**config.mk**
```make
export PLATFORM = sky130hd
export DESIGN_NAME = fetch_stage
export DESIGN_NICKNAME = d
export VERILOG_FILES = /design/src/rtl/fetch_stage_pkg.sv /design/src/rtl/fetch_queue.sv /design/src/rtl/fetch_stage_checker.sv /design/src/rtl/fetch_stage.sv
export SDC_FILE = /design/constraint.sdc
export NUM_CORES = 1
export LEC_CHECK = 0
export ABC_AREA = 1
export CAP_MARGIN = 10
export CORE_UTILIZATION = 52
export DETAILED_ROUTE_END_ITERATION = 16
export PLACE_DENSITY = 0.8
export SLEW_MARGIN = 40
export SYNTH_ARGS = -nofsm -noshare
export SYNTH_HDL_FRONTEND = slang
export SYNTH_SLANG_ARGS = --single-unit
```
**constraint.sdc**
```tcl
create_clock -name clock -period 2 [get_ports clock]
set_input_delay 0.4 -clock clock [delete_from_list [all_inputs] [get_ports clock]]
set_output_delay 0.4 -clock clock [all_outputs]
set_load 0.01 [all_outputs]
```
**src/rtl/fetch_stage_pkg.sv**
```systemverilog
// Shared types and constants for the instruction-fetch front end.
package fetch_stage_pkg;

  typedef logic [31:0] word;

  typedef enum logic [1:0] {
    FETCH_IDLE = 2'd0,
    FETCH_WAIT = 2'd1,
    FETCH_DROP = 2'd2
  } fetch_state_t;

  localparam word INSTR_NOP = 32'h0000_0013;

  typedef struct packed {
    word pc;
    word instr;
  } fetch_entry_t;

  function automatic word word_align(input word addr);
    return addr & 32'hFFFF_FFFC;
  endfunction

endpackage

```
**src/rtl/fetch_queue.sv**
```systemverilog
// Two-entry show-ahead FIFO of fetched instructions; entry0 is always the head.
module fetch_queue
  import fetch_stage_pkg::*;
(
  input  logic         clock,
  input  logic         reset,
  input  logic         push,
  input  fetch_entry_t push_data,
  input  logic         pop,
  input  logic         flush,
  output fetch_entry_t head,
  output logic [1:0]   count
);

  fetch_entry_t entry0_r;
  fetch_entry_t entry1_r;
  logic [1:0]   count_r;

  // Shift-register storage; flush dominates push.
  always_ff @(posedge clock) begin
    if (reset) begin
      count_r  <= 2'd0;
      entry0_r <= '0;
      entry1_r <= '0;
    end else if (flush) begin
      count_r <= 2'd0;
    end else begin
      case ({push, pop})
        2'b10: begin
          if (count_r == 2'd0) begin
            entry0_r <= push_data;
          end else begin
            entry1_r <= push_data;
          end
          count_r <= count_r + 2'd1;
        end
        2'b01: begin
          if (count_r != 2'd0) begin
            entry0_r <= entry1_r;
            count_r  <= count_r - 2'd1;
          end
        end
        2'b11: begin
          if (count_r == 2'd2) begin
            entry0_r <= entry1_r;
            entry1_r <= push_data;
          end else begin
            entry0_r <= push_data;
          end
        end
        default: begin
          count_r <= count_r;
        end
      endcase
    end
  end

  assign head  = entry0_r;
  assign count = count_r;

endmodule

```
**src/rtl/fetch_stage_checker.sv**
```systemverilog
// Simulation properties for the fetch front end.
module fetch_stage_checker
  import fetch_stage_pkg::*;
(
  input logic         clock,
  input logic         reset,
  input fetch_state_t state,
  input logic         imem_resp_valid,
  input logic [1:0]   count
);

  a_no_resp_in_idle: assert property (@(posedge clock) disable iff (reset)
    !((state == FETCH_IDLE) && imem_resp_valid));

  a_count_bound: assert property (@(posedge clock) disable iff (reset)
    count <= 2'd2);

endmodule

```
**src/rtl/fetch_stage.sv**
```systemverilog
// Fetch front end: one outstanding word read, 2-entry instruction queue, redirect flush.
module fetch_stage
  import fetch_stage_pkg::*;
#(
  parameter word         RESET_PC    = 32'h0000_0000,
  parameter int unsigned QUEUE_DEPTH = 2
) (
  input  logic        clock,
  input  logic        reset,
  output logic        imem_req_valid,
  input  logic        imem_req_ready,
  output logic [31:0] imem_req_addr,
  input  logic        imem_resp_valid,
  input  logic [31:0] imem_resp_data,
  input  logic        redirect,
  input  logic [31:0] redirect_pc,
  input  logic        decode_ready,
  output logic [31:0] instruction,
  output logic [31:0] pc,
  output logic        inst_valid
);

  fetch_state_t state_r;
  word          fetch_pc_r;
  word          req_pc_r;
  logic [1:0]   count_s;
  fetch_entry_t head_s;
  fetch_entry_t push_data_s;
  logic         push_s;
  logic         pop_s;

  // Request issue, queue control and decode-facing outputs.
  always_comb begin
    imem_req_valid = 1'b0;
    inst_valid     = 1'b0;
    instruction    = INSTR_NOP;
    pc             = 32'h0000_0000;
    pop_s          = 1'b0;
    push_s         = 1'b0;
    if ((state_r == FETCH_IDLE) && ({30'd0, count_s} < QUEUE_DEPTH) && !redirect && !reset) begin
      imem_req_valid = 1'b1;
    end else begin
      imem_req_valid = 1'b0;
    end
    if (count_s != 2'd0) begin
      inst_valid  = 1'b1;
      instruction = head_s.instr;
      pc          = head_s.pc;
    end else begin
      inst_valid  = 1'b0;
      instruction = INSTR_NOP;
      pc          = 32'h0000_0000;
    end
    pop_s  = decode_ready && inst_valid && !redirect;
    push_s = (state_r == FETCH_WAIT) && imem_resp_valid && !redirect && !reset;
  end

  assign imem_req_addr = fetch_pc_r;
  assign push_data_s   = '{pc: req_pc_r, instr: imem_resp_data};

  // Fetch state machine; a redirect turns an in-flight read into one to discard.
  always_ff @(posedge clock) begin
    if (reset) begin
      state_r    <= FETCH_IDLE;
      fetch_pc_r <= RESET_PC;
      req_pc_r   <= 32'h0000_0000;
    end else if (redirect) begin
      fetch_pc_r <= word_align(redirect_pc);
      case (state_r)
        FETCH_WAIT, FETCH_DROP: state_r <= imem_resp_valid ? FETCH_IDLE : FETCH_DROP;
        default:                state_r <= FETCH_IDLE;
      endcase
    end else begin
      case (state_r)
        FETCH_IDLE: begin
          if (imem_req_valid && imem_req_ready) begin
            state_r    <= FETCH_WAIT;
            req_pc_r   <= fetch_pc_r;
            fetch_pc_r <= fetch_pc_r + 32'd4;
          end
        end
        FETCH_WAIT, FETCH_DROP: begin
          if (imem_resp_valid) begin
            state_r <= FETCH_IDLE;
          end
        end
        default: state_r <= FETCH_IDLE;
      endcase
    end
  end

  fetch_queue u_queue (
    .clock     (clock),
    .reset     (reset),
    .push      (push_s),
    .push_data (push_data_s),
    .pop       (pop_s),
    .flush     (redirect),
    .head      (head_s),
    .count     (count_s)
  );

  fetch_stage_checker u_checker (
    .clock           (clock),
    .reset           (reset),
    .state           (state_r),
    .imem_resp_valid (imem_resp_valid),
    .count           (count_s)
  );

endmodule
```
After elaboration in Yosys (flattened, before gate mapping)

Index checks and enable logic that the tools add are counted.

Add/subtract/negate cells: 3
Magnitude comparators: 1
Eq/ne operators: 12
Muxes and demuxes: 22
Bitwise operators: 1
Reduce and logical (&&, ||, !) cells: 28

Operators with widths:

| operator                                                                | number |
|---|---|
| 64-bit two-way mux                                                      | 5 |
| 64-bit one-hot mux with 3 select lines                                  | 1 |
| 32-bit two-way mux                                                      | 5 |
| 64-bit one-hot mux with 2 select lines                                  | 1 |
| 32-bit by 3-bit adder with 32-bit output, second input constant         | 1 |
| 2-bit two-way mux                                                       | 6 |
| 2-bit nonzero test                                                      | 5 |
| 1-bit logical AND                                                       | 9 |
| 2-bit equality test, second input constant                              | 4 |
| 2-bit one-hot mux with 2 select lines                                   | 2 |
| 2-bit AND reduction                                                     | 4 |
| 4-bit AND reduction                                                     | 2 |
| 2-bit by 1-bit equality test with 1-bit output, second input constant   | 2 |
| 2-bit zero test                                                         | 2 |
| 2-bit by 1-bit inequality test with 1-bit output, second input constant | 2 |
| 2-bit inequality test, second input constant                            | 2 |
| 2-bit OR reduction                                                      | 2 |
| 3-bit by 2-bit inequality test with 1-bit output, second input constant | 1 |
| 3-bit inequality test, second input constant                            | 1 |
| 3-bit AND reduction                                                     | 1 |
| 3-bit nonzero test                                                      | 1 |
| 2-bit by 1-bit adder with 2-bit output, second input constant           | 1 |
| 1-bit zero test                                                         | 2 |
| 2-bit less-than comparator, second input constant                       | 1 |
| 3 further kinds                                                         | 4 |

Bits in registers: 196
Word-level logic and storage cells: 76

Longest topological paths before layout

Gate-level depths: netlist (run 1).

Depth after elaboration: 9
Mapped depth: 13
Depth with buffers taken out: 13

Modules after synthesis

From an unflattened synthesis (run 1), not the netlist that was laid out.

Cells, all modules: 1650
Area total of the unflattened synthesis: 10291.1 sq um

By module, submodules not included:

| module      | instances | cells an instance | area an instance (sq um) |
|---|---|---|---|
| fetch_queue | 1         | 986               | 6362.4 |
| fetch_stage | 1         | 664               | 3928.8 |

Worst setup path before layout (run 1)

No wires, ideal clock.

Path type: reg2reg
Start: register fetch_pc_r[2], in the netlist imem_req_addr[2]
End: register fetch_pc_r[26], in the netlist imem_req_addr[26]
Setup time: 110 ps
Data arrival time: 1512 ps
Required time: 1890 ps
Path slack: 379 ps
Stages on the path, launching flop included: 11
Buffers on the path: 0
Cells stage by stage: dfxtp_1 ha_1 nand2_1 nor2_1 nand2_1 nor2_2 nand3_1 nand2_1 nand3b_1 nand2_1 inv_1

Word-level cells in the longest chain between the ends: 4

Ends and longest elaborated chain:

| item                                     | RTL line          | source |
|---|---|---|
| start: declaration                       | fetch_stage.sv:24 | `word fetch_pc_r;` |
| start signal: assignment                 | fetch_stage.sv:68 | `fetch_pc_r <= word_align(redirect_pc);` |
| start signal: assignment                 | fetch_stage.sv:79 | `fetch_pc_r <= fetch_pc_r + 32'd4;` |
| 32-bit by 3-bit adder with 32-bit output | fetch_stage.sv:79 |  |
| 32-bit two-way mux                       | fetch_stage.sv:76 | `if (imem_req_valid && imem_req_ready) begin` |
| 32-bit two-way mux                       | fetch_stage.sv:74 | `case (state_r)` |
| 32-bit two-way mux                       | fetch_stage.sv:67 | `end else if (redirect) begin` |

Every way passes these cells. The select of a mux whose other input is x is not followed.
A chain may end at the register's enable or synchronous reset.

Worst setup path in the final report (run 1)

Start: register u_queue.count_r[0], in the netlist u_queue.count[0]
End: output port instruction[1]

Word-level cells in the longest chain between the ends: 2

Ends and longest elaborated chain:

| item                     | RTL line          | source |
|---|---|---|
| start: declaration       | fetch_queue.sv:17 | `logic [1:0] count_r;` |
| start signal: assignment | fetch_queue.sv:35 | `count_r <= count_r + 2'd1;` |
| start signal: assignment | fetch_queue.sv:40 | `count_r <= count_r - 2'd1;` |
| start signal: assignment | fetch_queue.sv:52 | `count_r <= count_r;` |
| 2-bit nonzero test       | fetch_stage.sv:45 | `if (count_s != 2'd0) begin` |
| 32-bit two-way mux       | fetch_stage.sv:45 |  |
| end: declaration         | fetch_stage.sv:18 | `output logic [31:0] instruction,` |

Every way passes these cells.

==> results of run 1 <==
==> repair_timing <==
item / CTS / global route
gates cloned: 2 / 1
buffers inserted: 2 / 0
hold endpoints to repair: 0 / 0
pin swaps: 1 / 0
endpoints found under the setup margin: 63 / 24
gates resized for setup: 84 / 13
==> state kept, by name, indices dropped and copies added (netlist names) <==
register and count:
imem_req_addr 30, req_pc_r 30, state_r 2, u_queue.entry1_r 62, u_queue.count 2, u_queue.head 62
==> synth_stat cells, types with 2 or more instances <==
library cell,count,share of area [%]
nand3b_1,6,0.51
o21ai_0,200,11
inv_2,3,0.13
dfxtp_1,188,43
ha_1,3,0.43
nand2_1,194,8.2
buf_6,15,1.9
buf_4,4,0.34
clkbuf_1,36,1.5
o21ai_1,35,2.0
a211oi_1,10,0.85
xor2_1,2,0.20
buf_1,2,0.085
or2_2,4,0.28
nand4_1,5,0.35
a21oi_2,10,0.99
a31oi_1,4,0.28
nor2_1,127,5.4
inv_1,186,7.9
nand3_1,36,2.0
and2_1,2,0.14
a21oi_1,152,8.6
nand2_4,2,0.26
nor3_1,4,0.23
buf_2,28,1.6
==> metal layers <==
layer  GRT usage (%)  vias up
met5               0        -
met2            41.9      316
li1                -     4437
met4            8.81        0
met1            34.6     3910
met3            5.54       37
==> cells by family after synthesis <==
| logic type | Yosys count | synth area share (%) |
|---|---|---|
| DFF | 188 | 42.6 |
| xor gates and xnor gates | 3 | 0.298 |
| AOI/OAI and AO/OA | 418 | 24.9 |
| buffers and inverters | 274 | 13.5 |
| other | 1 | 0.0425 |
| adders and majority gates | 3 | 0.425 |
| and+or+nand+nor | 385 | 18.2 |
==> power breakdown <==
group / leakage [nW] / internal (mW) / switching, mW
clock: 0.289 / 1.90 / 1.52
sequential: 1.53 / 3.84 / 0.0820
combinational: 3.26 / 0.378 / 0.405
total: 5.08 / 6.12 / 2.01
==> path summary, 6_finish.rpt <==
kind,start,end,slack [ns],cells after the start
worst max register to register,imem_req_addr[3]$_SDFFE_PP0P_,imem_req_addr[28]$_SDFFE_PP0P_,0.20,8
worst max-delay path,u_queue.count[0]$_SDFFE_PP0P_,instruction[1],0.05,6
worst min register to register,req_pc_r[30]$_SDFFE_PP0P_,u_queue.entry1_r[62]$_SDFFE_PP0P_,0.48,2
worst min-delay path,req_pc_r[30]$_SDFFE_PP0P_,u_queue.entry1_r[62]$_SDFFE_PP0P_,0.48,2
==> tightest hold or removal path, cell delays in order, from the launching register on <==
cell and delay (ns):
dfxtp_1 0.30, inv_1 0.08, a21oi_1 0.06
==> cell type report <==
type                       instances  share of cell area, %
inverter                         189                   6.22
sequential                       188                   32.6
multi-input combinational        813                   33.7
clock inverter                    14                   1.34
clock buffer                      18                   3.80
timing repair buffer             233                   20.0
tap                              220                   2.38
==> layout by cell type (no fill, tap or decap), types with 3 or more instances in the layout <==
master / n
dlygate4sd2_1: 54
a211oi_1: 10
a21oi_1: 152
inv_1: 184
or2_2: 4
conb_1: 4
dfxtp_2: 3
nand2_1: 194
buf_2: 3
buf_4: 54
ha_1: 3
buf_12: 15
nor3_1: 3
nand3b_1: 6
inv_6: 7
dfxtp_1: 185
clkdlybuf4s15_1: 4
clkdlybuf4s50_1: 97
nor2_1: 127
nand3_1: 36
a31oi_1: 4
o21ai_0: 200
clkbuf_16: 18
a21oi_2: 10
o21ai_1: 35
nand4_1: 5
clkinv_2: 4
==> run metrics, run 1 <==
status=finished clean; CP delay by family, top=buffers and inverters; initial antenna violation count=0; CTS tree=built; Initial Utilization=53.2%; CTS sink cnt=188; Non-Filler Instances=1,675; Die Ht=132 um; period utilization=97.7%; startpoint types=register; vias per cell=around 5.2; largest net degree at the start of global routing=67; fin area=between 0.01 and 0.015 mm2; clock slew at reported path FFs=0.07 ns; Worst path slowest cell=dfxtp_2; DR pass1 iterations=5; drt total wl=22.7 mm; Peak supply drop=696 uV; FP Rows=between 40 and 50; placed cell area=0.0109 mm2; Fin. Hold Viols=0; GPL Wtd Cong=0.908; Worst Hold Class=register to register; critical path peak fanout=12; ant diodes=0; Synth-to-Final Area Change=30.9%; setup TNS=0 ns; first-pass GRT wire length=37.1 mm; total track usage=26.0%; setup ws final=between 0.04 and 0.05 ns; CTS Hold Bufs=0; Hold WS=about 0.48 ns; Tmin final=1.95 ns; HPWL after DPL=15.2 mm; top sig layer=met4; fmax=512 MHz; crit path buf inv count=4; Final nets=~1.5k; Crit path arrival time=1.55 ns; drt wl/cell=roughly 14 um; CTS buffer count=17; syn avg cell area=approximately 6.9 um2; Mapped Area=0.00883 mm2; Post-synth EDFFs=0; max cap viols=0; Max Buffers Root-to-Sink=2; Routed Antenna Nets=0; register area=0.00377 mm2; RSZ-0062 raised after global routing=yes; post-synthesis sequential area ratio=42.6%; CP peak stage delay=0.34 ns; met2 WL post-DR=approximately 11 mm; endpoints failing setup=0; crit-path cells=inv_2, nand2_4, inv_8, buf_12, or2_2, buf_2; clock root cell=clkbuf_16; chip width=approximately 130 um; clk_skew=0.0107 ns; Setup CP Type=register to output pin; vias in the first global route=7,769; die area=0.0175 mm2; Multi-input gate area=between 0.003 and 0.004 mm2; WL met1=10.2 mm; layout cells sized above 1=about a tenth; detailed-route via count=8,700; Pleak=5.08 nW; Yosys cell types=39; Fill cells=1,375; top_reg_cell synth=dfxtp_1; CORE AREA=0.0166 mm2; initial DRC count=423; Synth Warn #=0; I/O pin count=168; DR DRC count=0; total power=8.12 mW; cells after synthesis=~1.3k; grt total ovfl=0; crit path capture type=output pin; worst skew pair latency=between 0.4 and 0.5 ns; Core Util, Final=69.7%; pre-CTS setup slack=-0.312 ns; register bit count reported by yosys=188; Slew Limit Fails=0; placed cells=1,638; asr flop ratio synth=0%; PwrDens=703 mW/mm2; IO buf count=161; H-Tree Level Count=4; required time worst endpoint=1.60 ns; met3 WL=approximately 1.6 mm
Power figures use the tool's default switching activity.
==> run 2: changes to the inputs <==
--- a/config.mk
+++ b/config.mk
@@ -9,7 +9,7 @@
 export CAP_MARGIN = 10
 export CORE_UTILIZATION = 52
 export DETAILED_ROUTE_END_ITERATION = 16
-export PLACE_DENSITY = 0.8
+export PLACE_DENSITY = 0.88
 export SLEW_MARGIN = 40
 export SYNTH_ARGS = -nofsm -noshare
 export SYNTH_HDL_FRONTEND = slang
==> constraint.sdc (replaced) <==
create_clock -name clock -period 2.1 [get_ports clock]
set_input_delay 0.42 -clock clock [delete_from_list [all_inputs] [get_ports clock]]
set_output_delay 0.42 -clock clock [all_outputs]
set_load 0.01 [all_outputs]
==> run 2 against run 1 <==
Compared with the run above: clock skew hardly changed; utilization is 2.1 points lower; sequential share of layout area is 0.99 points higher; largest cell class unchanged; first-iteration DRC count is 34% higher; wire length is 2.9% lower; die area stayed put; sequential power is 5% lower.
==> run metrics, run 2 (synthesis gave the netlist of run 1 again) <==
grt total ovfl=0; Worst Hold Class=register to register; FP Rows=47; endpoints failing setup=0; Pleak=4.91 nW; layout cells sized above 1=7.76%; vias per cell=5.22; HPWL after DPL=between 10 and 15 mm; drt wl/cell=about 13 um; I/O pin count=about 170; drt total wl=about 22 mm; Fill cells=1,371; total track usage=25.7%; clock root cell=clkbuf_16; fmax=just under 500 MHz; chip width=132 um; clock slew at reported path FFs=0.07 ns; Max Buffers Root-to-Sink=2; Final nets=1,492; first-pass GRT wire length=36.9 mm; most frequent cells in the layout=o21ai_0, nand2_1, dfxtp_1, inv_1, a21oi_1; CP peak stage delay=0.34 ns; CP delay by family, top=buffers and inverters; largest net degree at the start of global routing=89; crit path capture type=output pin; CP startpoint=u_queue.count[0]$_SDFFE_PP0P_; Die Ht=132 um; register area=0.00376 mm2; hold path depth=2; RR Endpoint=imem_req_addr[26]$_SDFFE_PP0P_; pre-CTS setup slack=-0.322 ns; period utilization=~97%; Tmin final=between 2 and 2.5 ns; GPL Wtd Cong=a little over 0.9; setup ws final=0.0693 ns; CORE AREA=~0.017 mm2; Initial Utilization=53.2%; worst r2r src=imem_req_addr[3]$_SDFFE_PP0P_; Worst Reg-to-Reg Cells=10; detailed-route via count=8,625; startpoint types=register; critical hold path startpoint=req_pc_r[27]$_SDFFE_PP0P_; CTS sink cnt=188; worst skew pair latency=0.42 ns; DR pass1 iterations=5; Core Util, Final=67.6%; flop-to-flop setup slack=0.17 ns; Worst path slowest cell=dfxtp_2; CTS tree=built; Synth-to-Final Area Change=27.0%; total power=between 7 and 8 mW; Hold WS=~0.48 ns; critical path peak fanout=24; PwrDens=roughly 650 mW/mm2; Crit path arrival time=between 1.5 and 2 ns; commonest non-fill, non-tap cell in the layout=o21ai_0; crit-path cells=inv_2, nand2_4, inv_4, buf_16, or2_2, clkdlybuf4s15_1; required time worst endpoint=1.68 ns; max cap viols=0; initial antenna violation count=0; Worst Hold Endpoint=u_queue.entry1_r[59]$_SDFFE_PP0P_; DR DRC count=0; status=finished clean; CTS buffer count=17; initial DRC count=about 570; IO buf count=161; vias in the first global route=7,830; die area=0.0175 mm2; CTS Hold Bufs=0; RSZ-0062 raised after global routing=no; Setup CP Type=register to output pin; ant diodes=0; crit path buf inv count=4; Fin. Hold Viols=0; H-Tree Level Count=4; Slew Limit Fails=0; clk_skew=between 0.01 and 0.015 ns; Routed Antenna Nets=0; Peak supply drop=577 uV; Multi-input gate area=0.00389 mm2
[run 2: cell count changes in the layout (fill, tap and decap cells not counted), moves of 2 or more]
cell	delta
clkdlybuf4s15_1	-3
bufinv_16	-2
clkinv_4	+3
dlygate4sd2_1	+6
buf_2	-3
dfxtp_1	+2
buf_6	+2
clkinv_2	+2
inv_6	-5
buf_12	-6
buf_4	-17
dfxtp_2	-2
[run 2: how the worst max path moves through the flow]
stage | endpoint | slack, ns | depth (start not counted)
CTS | instruction[4] | 0.003 | 6
finish | instruction[4] | 0.07 | 6
floorplan | imem_req_addr[26]$_SDFFE_PP0P_ | 0.48 | 10
global route | instruction[0] | 0.002 | 6
detailed placement | u_queue.head[37]$_SDFFE_PP0P_ | -0.32 | 10
global placement | u_queue.head[37]$_SDFFE_PP0P_ | -0.26 | 10
[run 2: layout make-up]
type | instances | share of cell area, %
repair buffers | 210 | 18.2
clock buffers | 18 | 3.83
flip-flops and latches | 188 | 33.6
multi-input cells | 813 | 34.7
well taps | 220 | 2.46
inverters | 189 | 6.37
clock inverters | 13 | 0.848
[run 2: metal layers]
metal	part of all wire [%]	track usage, %	vias to the layer above	routed length, um
met2	46	41.0	311	10100
met1	45	34.6	3907	9990
met4	2.2	10.3	0	481
met5	0	0	-	0
li1	-	-	4370	-
met3	6.9	4.23	37	1520
[run 2: where the power goes]
group / switching (mW) / internal, mW / leakage, nW
Clock: 1.37 / 1.51 / 0.252
Sequential: 0.0819 / 3.66 / 1.52
Combinational: 0.378 / 0.346 / 3.13
Total: 1.83 / 5.51 / 4.91
[run 2: per-stage QoR]
stage	TNS, ns	instance area (um2)	instances
after floorplan	0	8840	1275
after global placement	-25.61	10700	1617
after detailed placement	-33.76	10700	1617
after CTS	0	11200	1651
after global routing	0	11200	1651
final	0	11200	1651
[run 2: what timing repair did]
action,in CTS,in global routing
setup endpoints to repair,63,4
cloned,1,0
buffers inserted,2,0
pin swaps,1,0
gates resized for setup,71,4
[run 2: tightest hold or removal path, delay by kind of cell, from the launching register on]
kind / cells / cell delay, ns
buf+inv: 1 / 0.08
compound gates: 1 / 0.06
flops: 1 / 0.30
==> run 3: changes to the inputs <==
--- a/config.mk
+++ b/config.mk
@@ -10,6 +10,7 @@
 export CORE_UTILIZATION = 52
 export DETAILED_ROUTE_END_ITERATION = 16
 export PLACE_DENSITY = 0.88
+export SKIP_LAST_GASP = 1
 export SLEW_MARGIN = 40
 export SYNTH_ARGS = -nofsm -noshare
 export SYNTH_HDL_FRONTEND = slang
==> run 3 against run 2 <==
Compared with the run above: maximum frequency about the same; utilization grew 0.068 points; count of clock-buffer cells in the layout did not move; hold slack better by 0.00082 ns; final area is 0.10% higher; sequential share of layout area is essentially flat; via count hardly changed; largest cell class unchanged; highest routed layer unchanged.
==> run metrics, run 3 (synthesis gave the netlist of run 1 again) <==
worst r2r src=imem_req_addr[3]$_SDFFE_PP0P_; clock slew at reported path FFs=0.07 ns; Synth-to-Final Area Change=27.1%; Peak supply drop=577 uV; I/O pin count=about 170; Fin. Hold Viols=0; FP Rows=47; fin area=0.0112 mm2; layout cells sized above 1=7.76%; vias per cell=between 5 and 6; critical path capture point=instruction[4]; Cell Int Power=5.51 mW; PwrDens=roughly 650 mW/mm2; vias in the first global route=between 7k and 8k; Hold WS=between 0.4 and 0.5 ns; DR DRC count=0; Die Ht=about 130 um; Non-Filler Instances=roughly 1.7k; CP startpoint=u_queue.count[0]$_SDFFE_PP0P_; largest net degree at the start of global routing=89; die area=0.0175 mm2; sw frac=24.9%; clock root cell=clkbuf_16; IO buf count=161; Final nets=1,492; drt wl/cell=13.4 um; detailed-route via count=8,627; status=finished clean; CTS buffer count=17; startpoint types=register; max cap viols=0; chip width=132 um; initial antenna violation count=0; CORE AREA=approximately 0.017 mm2; first-pass GRT wire length=36.9 mm; period utilization=96.7%; commonest non-fill, non-tap cell in the layout=o21ai_0; grt total ovfl=0; H-Tree Level Count=4; critical path peak fanout=24; clk_skew=0.0106 ns; Routed Antenna Nets=0; fmax=492 MHz; DR pass1 iterations=5; CTS tree=built; GPL Wtd Cong=0.922; crit path capture type=output pin; CTS sink cnt=approximately 190; Initial Utilization=about 53%; Comb pwr share=under 10%; HPWL after DPL=14.8 mm; Sequential Power Share=50.9%; Crit path arrival time=1.61 ns; most frequent cells in the layout=o21ai_0, nand2_1, dfxtp_1, inv_1, a21oi_1; worst skew pair latency=0.42 ns; flop-to-flop setup slack=between 0.15 and 0.2 ns; placed cells=1,617; drt total wl=22.1 mm; total power=approximately 7.3 mW; endpoints failing setup=0; RR Endpoint=imem_req_addr[26]$_SDFFE_PP0P_; Tmin final=2.03 ns; clock group share of total power=39.2%; Pleak=4.95 nW; RSZ-0062 raised after global routing=no; sw power=between 1.5 and 2 mW; Slew Limit Fails=0; Max Buffers Root-to-Sink=2; placed cell area=0.0107 mm2; initial DRC count=roughly 570; total track usage=25.7%; Setup CP Type=register to output pin; Worst Hold Class=register to register; ant diodes=0; Worst Reg-to-Reg Cells=10; required time worst endpoint=1.68 ns
run 3: cell type report:
class,instances,area (um2)
fillers,1371,5360
multi-input cells,813,3890
flip-flops and latches,188,3760
repair buffers,210,2050
inverters,189,714
clock buffers,18,429
well taps,220,275
clock inverters,13,95.1
run 3: critical path, cell delays in order (launching register included):
cell and delay, ns:
dfxtp_2 0.34, inv_2 0.06, nand2_4 0.08, inv_4 0.06
buf_16 0.16, or2_2 0.27, clkdlybuf4s15_1 0.23
run 3: how the worst min path moves through the flow:
| stage | start | endpoint | cells after the start |
|---|---|---|---|
| 6_report | req_pc_r[27]$_SDFFE_PP0P_ | u_queue.entry1_r[59]$_SDFFE_PP0P_ | 2 |
| 5_1_grt | req_pc_r[23]$_SDFFE_PP0P_ | req_pc_r[23]$_SDFFE_PP0P_ | 2 |
| 4_1_cts | req_pc_r[27]$_SDFFE_PP0P_ | u_queue.entry1_r[59]$_SDFFE_PP0P_ | 2 |
| 3_5_place_dp | req_pc_r[27]$_SDFFE_PP0P_ | u_queue.entry1_r[59]$_SDFFE_PP0P_ | 2 |
| 3_3_place_gp | req_pc_r[10]$_SDFFE_PP0P_ | req_pc_r[10]$_SDFFE_PP0P_ | 2 |
| 2_1_floorplan | req_pc_r[10]$_SDFFE_PP0P_ | req_pc_r[10]$_SDFFE_PP0P_ | 2 |
run 3: per-layer routing:
metal	wire (um)	global-route usage [%]	share of wire (%)
met1	9920	34.6	45
met2	10100	41.0	46
met3	1570	4.23	7.1
met4	495	10.3	2.2
met5	0	0	0
run 3: what timing repair did:
item                                    CTS  global route
endpoints found under the setup margin   63             7
gates cloned                              1             0
gates resized for setup                  67             8
buffers inserted                          2             0
pin swaps                                 1             0
hold buffers                              0             0
run 3: stage by stage:
stage,util [%],setup slack [ns],TNS [ns]
CTS,67.6,-0.103,-0.308
global route,67.7,0.00187,0
finish,67.7,0.0693,0
floorplan,-,0.479,0
detailed placement,64.6,-0.322,-33.76
global placement,64.6,-0.263,-25.61
run 3: power by group through the flow:
stage / clock [mW] / combinational (mW) / sequential, mW
global placement: 0 / 0.690 / 3.81
detailed placement: 0 / 0.710 / 3.81
global route: 3.09 / 0.797 / 3.75
floorplan: 0 / 0.375 / 3.81
CTS: 2.91 / 0.718 / 3.73
finish: 2.88 / 0.723 / 3.74
